<file path="src/rtl/pe_8_if.sv">
// pe_8 request/result bundle.
// Requester drives en/A; encoder returns Y/V/G/M.
interface pe_8_if;
  logic       en;
  logic [7:0] A;
  logic [2:0] Y;
  logic       V;
  logic [7:0] G;
  logic       M;

  modport master (
    output en,
    output A,
    input  Y,
    input  V,
    input  G,
    input  M
  );

  modport slave (
    input  en,
    input  A,
    output Y,
    output V,
    output G,
    output M
  );
endinterface

</file>
<file path="src/rtl/pe_8.sv">
// Registered 8-input priority encoder.
// Index, valid, one-hot grant and multi-request flag.
module pe_8 #(
  parameter bit MSB_FIRST = 1'b1
) (
  input  logic   clk,
  input  logic   rst_n,
  pe_8_if.slave  bus
);

  logic [2:0] y_q, y_d;
  logic       v_q, v_d;
  logic [7:0] g_q, g_d;
  logic       m_q, m_d;
  logic [3:0] cnt;

  // Find the winning index and count active requests.
  always_comb begin
    y_d = 3'd0;
    v_d = |bus.A;
    cnt = 4'd0;
    for (int i = 0; i < 8; i++) begin
      cnt = cnt + {3'd0, bus.A[i]};
      if (MSB_FIRST) begin
        if (bus.A[i]) y_d = 3'(i);
      end else begin
        if (bus.A[7-i]) y_d = 3'(7 - i);
      end
    end
    m_d = (cnt >= 4'd2);
    g_d = v_d ? (8'd1 << y_d) : 8'd0;
  end

  // Load results on enabled edges; async clear.
  always_ff @(posedge clk or negedge rst_n) begin
    if (!rst_n) begin
      y_q <= 3'd0;
      v_q <= 1'b0;
      g_q <= 8'd0;
      m_q <= 1'b0;
    end else if (bus.en) begin
      y_q <= y_d;
      v_q <= v_d;
      g_q <= g_d;
      m_q <= m_d;
    end
  end

  assign bus.Y = y_q;
  assign bus.V = v_q;
  assign bus.G = g_q;
  assign bus.M = m_q;

endmodule

</file>
<file path="src/flat_wrapper.sv">
// flat-port wrapper written by rule: the top's interface ports become plain ports
module pe_8_flat 
#(
  parameter bit MSB_FIRST = 1'b1
)
  (clk, rst_n, bus_en, bus_A, bus_Y, bus_V, bus_G, bus_M);
  pe_8_if bus_i ();
  input  logic clk;
  input  logic rst_n;
  input wire logic [$bits(bus_i.en)-1:0] bus_en;
  input wire logic [$bits(bus_i.A)-1:0] bus_A;
  output wire logic [$bits(bus_i.Y)-1:0] bus_Y;
  output wire logic [$bits(bus_i.V)-1:0] bus_V;
  output wire logic [$bits(bus_i.G)-1:0] bus_G;
  output wire logic [$bits(bus_i.M)-1:0] bus_M;
  assign bus_i.en = bus_en;
  assign bus_i.A = bus_A;
  assign bus_Y = bus_i.Y;
  assign bus_V = bus_i.V;
  assign bus_G = bus_i.G;
  assign bus_M = bus_i.M;
  pe_8 #(.MSB_FIRST(MSB_FIRST)) u_core (.clk(clk), .rst_n(rst_n), .bus(bus_i));
endmodule
</file>
<file path="config.mk">
export PLATFORM = sky130hd
export DESIGN_NAME = pe_8_flat
export DESIGN_NICKNAME = d
export VERILOG_FILES = /design/src/rtl/pe_8_if.sv /design/src/rtl/pe_8.sv /design/src/flat_wrapper.sv
export SDC_FILE = /design/constraint.sdc
export NUM_CORES = 1
export LEC_CHECK = 0
export BUFFER_PORTS_ARGS = -buffer_cell sky130_fd_sc_hd__buf_2
export CAP_MARGIN = 20
export CORE_UTILIZATION = 35
export DETAILED_ROUTE_END_ITERATION = 8
export HOLD_SLACK_MARGIN = 0.08
export SYNTH_ARGS = -nofsm -noshare
export SYNTH_HDL_FRONTEND = slang
export SYNTH_SLANG_ARGS = --single-unit
</file>
<file path="constraint.sdc">
create_clock -name clk -period 3.2 [get_ports clk]
set_clock_uncertainty 0.2 [all_clocks]
set_input_delay 0.16 -clock clk [delete_from_list [all_inputs] [get_ports clk]]
set_output_delay 0.16 -clock clk [all_outputs]
set_load 0.005 [all_outputs]
</file>
==> results of run 1 <==
==> worst max-delay path, stage by stage <==
cell and delay [ns]:
dlygate4sd3_1 0.56, buf_4 0.17, inv_1 0.10, fa_1 0.45, fa_1 0.49, inv_1 0.05
fa_1 0.38, inv_1 0.08, fa_1 0.18, a211oi_1 0.05, mux2_2 0.25, o21ai_0 0.14
==> cells in the final DEF, fill, tap and decap left out, types with 2 or more instances in the layout <==
master / count
nor2_1: 5
dlygate4sd3_1: 11
dfrtp_1: 13
inv_1: 13
buf_2: 21
a211oi_1: 3
fa_1: 4
mux2_2: 2
clkbuf_4: 3
a21oi_1: 2
ha_1: 4
o21ai_0: 4
buf_4: 2
nand2_1: 4
==> final cells by class <==
| cell class | count | area [um^2] | area share [%] |
|---|---|---|---|
| well taps | 27 | 33.8 | 3.15 |
| flip-flops and latches | 13 | 325 | 30.3 |
| clock buffers | 4 | 26.3 | 2.45 |
| repair buffers | 34 | 230 | 21.5 |
| inverters | 14 | 52.6 | 4.90 |
| multi-input cells | 47 | 404 | 37.7 |
==> layer usage <==
metal  vias to the layer above  track usage (%)  wire length [um]
met2                        19             27.9               856
met3                         6             4.63                73
met4                         0             7.62                53
met5                         -                0                 0
li1                        333                -                 -
met1                       331             20.2               733
==> registers in the layout (all words and copies together) (netlist names) <==
name and flops:
u_core.bus.V 1, u_core.bus.Y 3, u_core.bus.G 8, u_core.bus.M 1
==> worst max-delay path by stage <==
stage | start | to | slack, ns | cells past startpoint
6_report | bus_A[4] | u_core.bus.M | 0.13 | 12
5_1_grt | bus_A[4] | u_core.bus.M | 0.004 | 12
4_1_cts | bus_A[4] | u_core.bus.M | 0.11 | 12
3_5_place_dp | bus_A[1] | u_core.bus.M | 0.18 | 13
3_3_place_gp | bus_A[1] | u_core.bus.M | 0.22 | 13
2_1_floorplan | bus_A[0] | u_core.bus.M | 0.45 | 12
==> synthesized netlist by cell type, types with 2 or more instances <==
cell,count,share of area (%)
a211oi_1,3,2.8
mux2_2,2,2.8
nor2_1,5,2.4
ha_1,4,6.3
fa_1,4,10
inv_1,13,6.1
o21ai_0,4,2.5
dfrtp_1,13,41
nand2_1,4,1.9
a21oi_1,2,1.3
==> per-stage QoR <==
step	cell area (um^2)	hold slack (ns)	total power (uW)	utilization [%]	std cells
after floorplan	797	-0.336	240	-	76
after global routing	1070	0.132	417	52.5	139
after CTS	1070	0.0958	388	52.3	139
after global placement	931	-0.140	275	45.6	124
final	1070	0.0954	382	52.5	139
after detailed placement	931	-0.135	279	45.6	124
==> timing repair <==
| action | CTS | global route |
|---|---|---|
| endpoints found under the hold margin | 20 | 0 |
| hold buffers | 11 | 0 |
| setup endpoints to repair | 0 | 1 |
| setup buffers | 0 | 0 |
| gates resized for setup | 0 | 2 |
==> report_power, final <==
group          switching (uW)  leakage (uW)  internal [uW]
registers                5.01      0.000156            175
clock network            50.9     0.0000150           48.3
logic                    53.6      0.000347           48.9
total                     110      0.000518            272
==> cell families after synthesis <==
kind of cell	share of synthesized area [%]
simple gates	14.4
flops	40.8
compound gates	17.1
fa+ha+maj	16.3
buf+inv	8.48
mux	2.83
==> flow_metrics.py, run 1 <==
metrics = {
    "job": {
        "maxCapViolations": 0,
    },
    "die": {
        "initial_core_util_pct": 39.0,
        "chipWidth_um": 49.7,
        "coreArea_um2": 2040,
        "io_pins": 24,
        "die_y_um": 49.7,
        "rows": 16,
        "dieArea_um2": 2470,
    },
    "routing": {
        "drc": 0,
        "drt-initial-drc-count": 11,
        "ant_nets": 0,
        "firstDrtPassIters": 4,
        "via_per_inst": 4.96,
        "wl_per_cell_um": 12.4,
        "drt-total-wl_mm": 1.72,
        "vias": 689,
    },
    "setup_path": {
        "crit_fanout": 5,
        "end_kind": "flip-flop",
        "crit_arrival_ns": 3.06,
        "reg2reg_slack_ns": 2.01,
        "worstSetupPathType": "primary input to flip-flop",
        "cp.required_ns": 3.19,
        "worstSetupStartpointType": "primary input",
        "crit-reg2reg-launch": "u_core.bus.G[3]",
        "r2r_cells": 3,
        "worstReg2RegEnd": "u_core.bus.G[3]",
    },
    "synthesis": {
        "synth_edf_count": 0,
        "yosysWarnings": 0,
        "ys_types": 32,
        "netlist_instances": 76,
        "synth_flop_cell": "dfrtp_1",
        "avgSynthCellArea_um2": 10.5,
        "syn-cell-area_um2": 797,
        "syn_nets": 95,
        "synthArstFlopShare_pct": 100,
        "synth-seq-cells": 13,
        "yosysSeqAreaShare_pct": 40.8,
    },
    "clocking": {
        "cts_buffers": 3,
        "clk_latency_ns": 0.27,
        "path_clk_slew_ns": 0.08,
        "cts_max_path_buffers": 2,
        "clock-sinks": 13,
        "htree_levels": 1,
        "cts-root-buf": "clkbuf_4",
        "cts_tree": "done",
    },
    "layout": {
        "layout-drive-gt1-share_pct": 29.5,
        "insertedDiodeCount": 0,
        "area_growth_pct": 34.5,
        "fillers": 206,
        "nNetsFinal": 132,
    },
    "global_routing": {
        "antenna_found_initial": 0,
        "overflow": 0,
        "grtUsageTotal_pct": 16.9,
        "grt_max_degree": 18,
        "grt_first_pass_wirelength_mm": 3.08,
        "grt_pass1_vias": 733,
    },
    "min_path": {
        "min_path_type": "primary input to async pin",
    },
    "place": {
        "port_buffers": 23,
        "hpwl_mm": 1.25,
        "gp_congestion": 0.719,
        "dp_slack_ns": 0.178,
    },
    "timing": {
        "finalCriticalPeriod_ns": 3.07,
        "rsz0062_at_grt": "no",
        "worstMarginPinSlew_ns": 0.342,
        "finalHoldViolations": 0,
        "fmax_mhz": 326,
        "fin_tns_setup_ns": 0,
        "layout_setup_ws_ns": 0.131,
        "setup_viol": 0,
        "max-slew-margin-rel_pct": 77.1,
        "report.final.slew_viol_count": 0,
        "period_share_pct": 95.9,
    },
    "pwr": {
        "power_density_nw_per_um2": 356,
        "ir_worst_vdd_v": 0.000206,
        "leakage_uw": 0.000518,
    },
    "run_status": {
        "status": "completed",
    },
}
No activity file was read; power rests on OpenSTA's default activity.
==> run 2, diff against run 1 <==
REMOVE_ABC_BUFFERS = 1   (was unset)
==> run 2 against run 1 <==
Net effect:
- worst setup slack got worse by 0.0017 ns
- combinational power about the same
- first-iteration DRC count unchanged
==> flow_metrics.py, run 2 (synthesis results as in run 1) <==
metrics = {
    "run_status": {
        "status": "completed",
    },
    "setup_path": {
        "startpoint": "bus_A[2]",
        "slowest_delay_ns": 0.56,
        "worstReg2RegEnd": "u_core.bus.Y[2]",
        "crit-reg2reg-launch": "u_core.bus.Y[2]",
        "crit_path_frequent_cell": "fa_1",
        "cp.required_ns": 3.16,
        "crit_fanout": 5,
        "reg2reg_slack_ns": 1.80,
        "critPathTopFamily": "adder cells",
        "r2r_cells": 3,
        "crit_buf_inv": 5,
        "crit_arrival_ns": 3.03,
        "crit_slowest_cell": "fa_1",
        "worstSetupStartpointType": "primary input",
        "cp.depth": 12,
        "endpoint": "u_core.bus.M",
        "path_cells": "dlygate4sd3_1, buf_2, inv_1, fa_1, fa_1, inv_1, fa_1, inv_1, fa_1, a211oi_1, mux2_2, o21ai_1",
        "worstSetupPathType": "primary input to flip-flop",
        "end_kind": "flip-flop",
    },
    "routing": {
        "firstDrtPassIters": 4,
        "wl_per_cell_um": 13.0,
        "drt-total-wl_mm": 1.80,
        "via_per_inst": 4.89,
        "ant_nets": 0,
        "vias": 680,
        "drt-initial-drc-count": 11,
        "drc": 0,
    },
    "global_routing": {
        "antenna_found_initial": 0,
        "grt_first_pass_wirelength_mm": 3.13,
        "grt_pass1_vias": 739,
        "grt_max_degree": 18,
        "overflow": 0,
        "grtUsageTotal_pct": 16.6,
    },
    "clocking": {
        "cts_tree": "done",
        "htree_levels": 1,
        "cts-root-buf": "clkbuf_4",
        "cts_setup_buffers": 0,
        "cts_buffers": 3,
        "clk_latency_ns": 0.27,
        "clock-sinks": 13,
        "cts_max_path_buffers": 2,
        "path_clk_slew_ns": 0.09,
    },
    "timing": {
        "setup_viol": 0,
        "finalHoldViolations": 0,
        "report.final.slew_viol_count": 0,
        "max-slew-margin-rel_pct": 77.9,
        "worstMarginPinSlew_ns": 0.328,
        "holdWs_ns": 0.0884,
        "fmax_mhz": 326,
        "finalCriticalPeriod_ns": 3.07,
        "fin_tns_setup_ns": 0,
        "rsz0062_at_grt": "no",
        "period_share_pct": 96.0,
    },
    "pwr": {
        "clkPwrFrac_pct": 26.6,
        "ir_worst_vdd_v": 0.000211,
        "leakage_uw": 0.000520,
        "switchingPower_uw": 115,
        "seq_power_share_pct": 46.6,
        "comb_power_share_pct": 26.8,
        "p_int_uw": 272,
        "power_density_nw_per_um2": 361,
        "swShare_pct": 29.6,
    },
    "job": {
        "maxCapViolations": 0,
    },
    "layout": {
        "final_common_cell": "buf_2",
        "nNetsFinal": 132,
        "insertedDiodeCount": 0,
        "layout-drive-gt1-share_pct": 29.5,
        "design_area_um2": 1070,
        "utilization_pct": 52.4,
        "fillers": 201,
        "area_growth_pct": 34.2,
        "mostFrequentLayoutCells": "buf_2 (22), inv_1 (13), dfrtp_1 (13)",
        "fin_cells": 139,
        "largest_reg_flops": 8,
    },
    "die": {
        "chipWidth_um": 49.7,
        "dieArea_um2": 2470,
        "coreArea_um2": 2040,
        "initial_core_util_pct": 39.0,
        "rows": 16,
        "io_pins": 24,
        "die_y_um": 49.7,
    },
    "min_path": {
        "min_path_type": "primary input to async pin",
    },
    "place": {
        "port_buffers": 23,
        "placed_area_um2": 931,
        "hpwl_mm": 1.28,
        "gp_congestion": 0.727,
        "dp_cells": 124,
    },
}
run 2: changes by cell type in the layout (fill, tap and decap cells not counted):
cell | previous run | this run
buf_2 | 21 | 22
o21ai_0 | 4 | 3
o21ai_1 | 0 | 1
buf_4 | 2 | 1
run 2: per-layer routing:
layer  up-vias  wire, um  global-route usage (%)
li1        333         -                       -
met1       332       807                    18.7
met2        13       919                    32.7
met3         2        63                    2.16
met4         0        10                    2.86
met5         -         0                       0
run 2: area by class of cell:
cell class	instances	area (um^2)	area share [%]
multi-input cells	47	404	37.8
flip-flops and latches	13	325	30.4
repair buffers	34	228	21.3
inverters	14	52.6	4.91
well taps	27	33.8	3.16
clock buffers	4	26.3	2.46
run 2: timing repair:
item	in CTS	in global routing
hold endpoints to repair	19	0
resized for setup	0	2
endpoints found under the setup margin	0	1
hold buffers	11	0
run 2: power groups by stage:
stage / clock (uW) / combinational, uW / sequential, uW
after global routing: 119 / 120 / 182
after global placement: 0 / 91.7 / 183
after detailed placement: 0 / 95.5 / 183
after CTS: 106 / 105 / 180
final: 103 / 104 / 180
after floorplan: 0 / 52.3 / 185
run 2: stage by stage:
| step | setup slack, ns | total power (uW) |
|---|---|---|
| 3_5_place_dp | 0.141 | 279 |
| 6_report | 0.129 | 386 |
| 4_1_cts | 0.0724 | 391 |
| 3_3_place_gp | 0.237 | 274 |
| 5_1_grt | 0.0143 | 421 |
| 2_1_floorplan | 0.449 | 237 |
run 2: worst register-to-register path, cell delays in order, from the launching register on:
cell and delay [ns]:
dfrtp_1 0.39, nor2_1 0.09, a21oi_1 0.04, dlygate4sd3_1 0.57
run 2: worst min path at each step:
stage,startpoint,end,slack [ns],cells after the start
global route,bus_en,u_core.bus.Y[0],0.11,2
CTS,bus_en,u_core.bus.Y[0],0.08,2
global placement,rst_n,u_core.bus.G[0],-0.14,1
floorplan,rst_n,u_core.bus.G[0],-0.34,0
finish,rst_n,u_core.bus.Y[2],0.09,2
detailed placement,rst_n,u_core.bus.Y[2],-0.13,1
==> run 3, diff against run 2 <==
CAP_MARGIN = 25   (was 20)
CORE_UTILIZATION = 53   (was 35)
PLACE_DENSITY = 0.82   (was unset)
==> run 3 against run 2 <==
Net effect:
- utilization grew 24 points
- register-to-register slack gained 0.23 ns
- final cell count shrank 11%
- combinational power is essentially flat
- critical path depth is the same
- wire length shrank 2.8%
- power grew 0.99%
- hold slack lost 0.0090 ns
- die area shrank 33%
- maximum frequency grew 1.1%
- critical endpoint unchanged
- largest cell class unchanged
==> flow_metrics.py, run 3 (synthesis results as in run 1) <==
metrics = {
    "run_status": {
        "status": "completed",
    },
    "setup_path": {
        "path_cells": "dlygate4sd3_1, buf_4, inv_2, fa_1, fa_1, inv_1, fa_1, inv_1, fa_1, a211oi_2, mux2_2, o21ai_0",
        "cp.required_ns": 3.21,
        "worstSetupPathType": "primary input to flip-flop",
        "crit_path_frequent_cell": "fa_1",
        "crit_slowest_cell": "dlygate4sd3_1",
        "slowest_delay_ns": 0.54,
        "crit_buf_inv": 5,
        "crit_fanout": 5,
        "worstSetupStartpointType": "primary input",
        "crit_arrival_ns": 3.05,
        "end_kind": "flip-flop",
        "critPathTopFamily": "adder cells",
    },
    "die": {
        "rows": 13,
        "chipWidth_um": 40.8,
        "initial_core_util_pct": 59.0,
        "dieArea_um2": 1660,
        "coreArea_um2": 1350,
        "io_pins": 24,
        "die_y_um": 40.8,
    },
    "routing": {
        "firstDrtPassIters": 4,
        "drt-total-wl_mm": 1.75,
        "via_per_inst": 5.47,
        "wl_per_cell_um": 14.1,
        "drt-initial-drc-count": 15,
        "ant_nets": 0,
        "vias": 678,
        "drc": 0,
    },
    "clocking": {
        "path_clk_slew_ns": 0.08,
        "cts_buffers": 3,
        "clock-sinks": 13,
        "cts_tree": "done",
        "cts_setup_buffers": 0,
        "cts-root-buf": "clkbuf_4",
        "htree_levels": 1,
        "cts_max_path_buffers": 2,
        "clk_latency_ns": 0.28,
    },
    "place": {
        "gp_congestion": 0.800,
        "hpwl_mm": 1.14,
        "port_buffers": 23,
    },
    "timing": {
        "finalCriticalPeriod_ns": 3.04,
        "fin_tns_setup_ns": 0,
        "worstMarginPinSlew_ns": 0.369,
        "finalHoldViolations": 0,
        "report.final.slew_viol_count": 0,
        "fmax_mhz": 329,
        "setup_viol": 0,
        "rsz0062_at_grt": "no",
        "holdWs_ns": 0.0793,
        "max-slew-margin-rel_pct": 75.1,
        "period_share_pct": 94.9,
    },
    "pwr": {
        "ir_worst_vdd_v": 0.000264,
        "power_density_nw_per_um2": 379,
        "leakage_uw": 0.000505,
        "fin_total_pwr_uw": 390,
    },
    "job": {
        "maxCapViolations": 0,
    },
    "layout": {
        "mostFrequentLayoutCells": "buf_2 (22), dfrtp_1 (13), inv_1 (12)",
        "fillers": 91,
        "multi_input_area_um2": 409,
        "regArea_um2": 325,
        "layout-drive-gt1-share_pct": 32.1,
        "area_growth_pct": 29.2,
        "final_common_cell": "buf_2",
        "nNetsFinal": 129,
        "largest_reg_flops": 8,
        "insertedDiodeCount": 0,
    },
    "min_path": {
        "min_path_type": "primary input to async pin",
    },
    "global_routing": {
        "grt_first_pass_wirelength_mm": 2.50,
        "grt_pass1_vias": 578,
        "grtUsageTotal_pct": 24.2,
        "overflow": 0,
        "grt_max_degree": 18,
        "antenna_found_initial": 0,
    },
}
==> run 3: area by class of cell <==
class / instances / area share [%]
Timing Repair Buffer: 31 / 19.2
Clock buffer: 4 / 2.55
Tap cell: 15 / 1.82
Multi-Input combinational cell: 47 / 39.7
Sequential cell: 13 / 31.6
Inverter: 14 / 5.10
==> run 3: path summary, 6_finish.rpt <==
| kind | startpoint | endpoint | slack (ns) | cells after the start |
|---|---|---|---|---|
| min in group clk | bus_A[3] | u_core.bus.G[1] | 0.12 | 3 |
| worst min-delay path | rst_n | u_core.bus.M | 0.08 | 2 |
| worst max-delay path | bus_A[4] | u_core.bus.M | 0.16 | 12 |
| max in group asynchronous | rst_n | u_core.bus.Y[2] | 2.50 | 2 |
| worst max register to register | u_core.bus.G[3] | u_core.bus.G[3] | 2.03 | 3 |
| worst min register to register | u_core.bus.G[5] | u_core.bus.G[5] | 0.28 | 2 |
==> run 3: timing repair <==
action	CTS	global route
setup endpoints to repair	0	1
endpoints found under the hold margin	20	0
hold buffers	8	0
resized for setup	0	3
==> run 3: worst register-to-register path: stages, from the launching register on <==
cell	delay, ns
dfrtp_1	0.37
and2b_1	0.17
a211oi_1	0.21
a2bb2oi_1	0.09
==> run 3: where the power goes <==
| part | total [uW] | internal, uW | switching, uW |
|---|---|---|---|
| logic | 106 | 49.5 | 57.0 |
| clock network | 104 | 48.5 | 55.1 |
| registers | 180 | 175 | 5.23 |
==> run 3: per-stage QoR <==
| stage | utilization [%] | instance area, um^2 | instances | setup slack (ns) |
|---|---|---|---|---|
| after CTS | 75.7 | 1020 | 124 | 0.137 |
| after global routing | 76.3 | 1030 | 124 | 0.0424 |
| after detailed placement | 67.8 | 916 | 112 | 0.208 |
| after global placement | 67.8 | 916 | 112 | 0.283 |
| after floorplan | - | 782 | 74 | 0.449 |
| final | 76.3 | 1030 | 124 | 0.163 |
==> run 3: routing by layer <==
layer  share of wire [%]  global-route usage [%]  vias up  wire length (um)
met1                  45                    29.5      329               787
met3                 4.1                    6.52        4                72
met4                 1.4                    14.2        0                24
met5                   0                       0        -                 0
li1                    -                       -      326                 -
met2                  49                    37.9       19               866
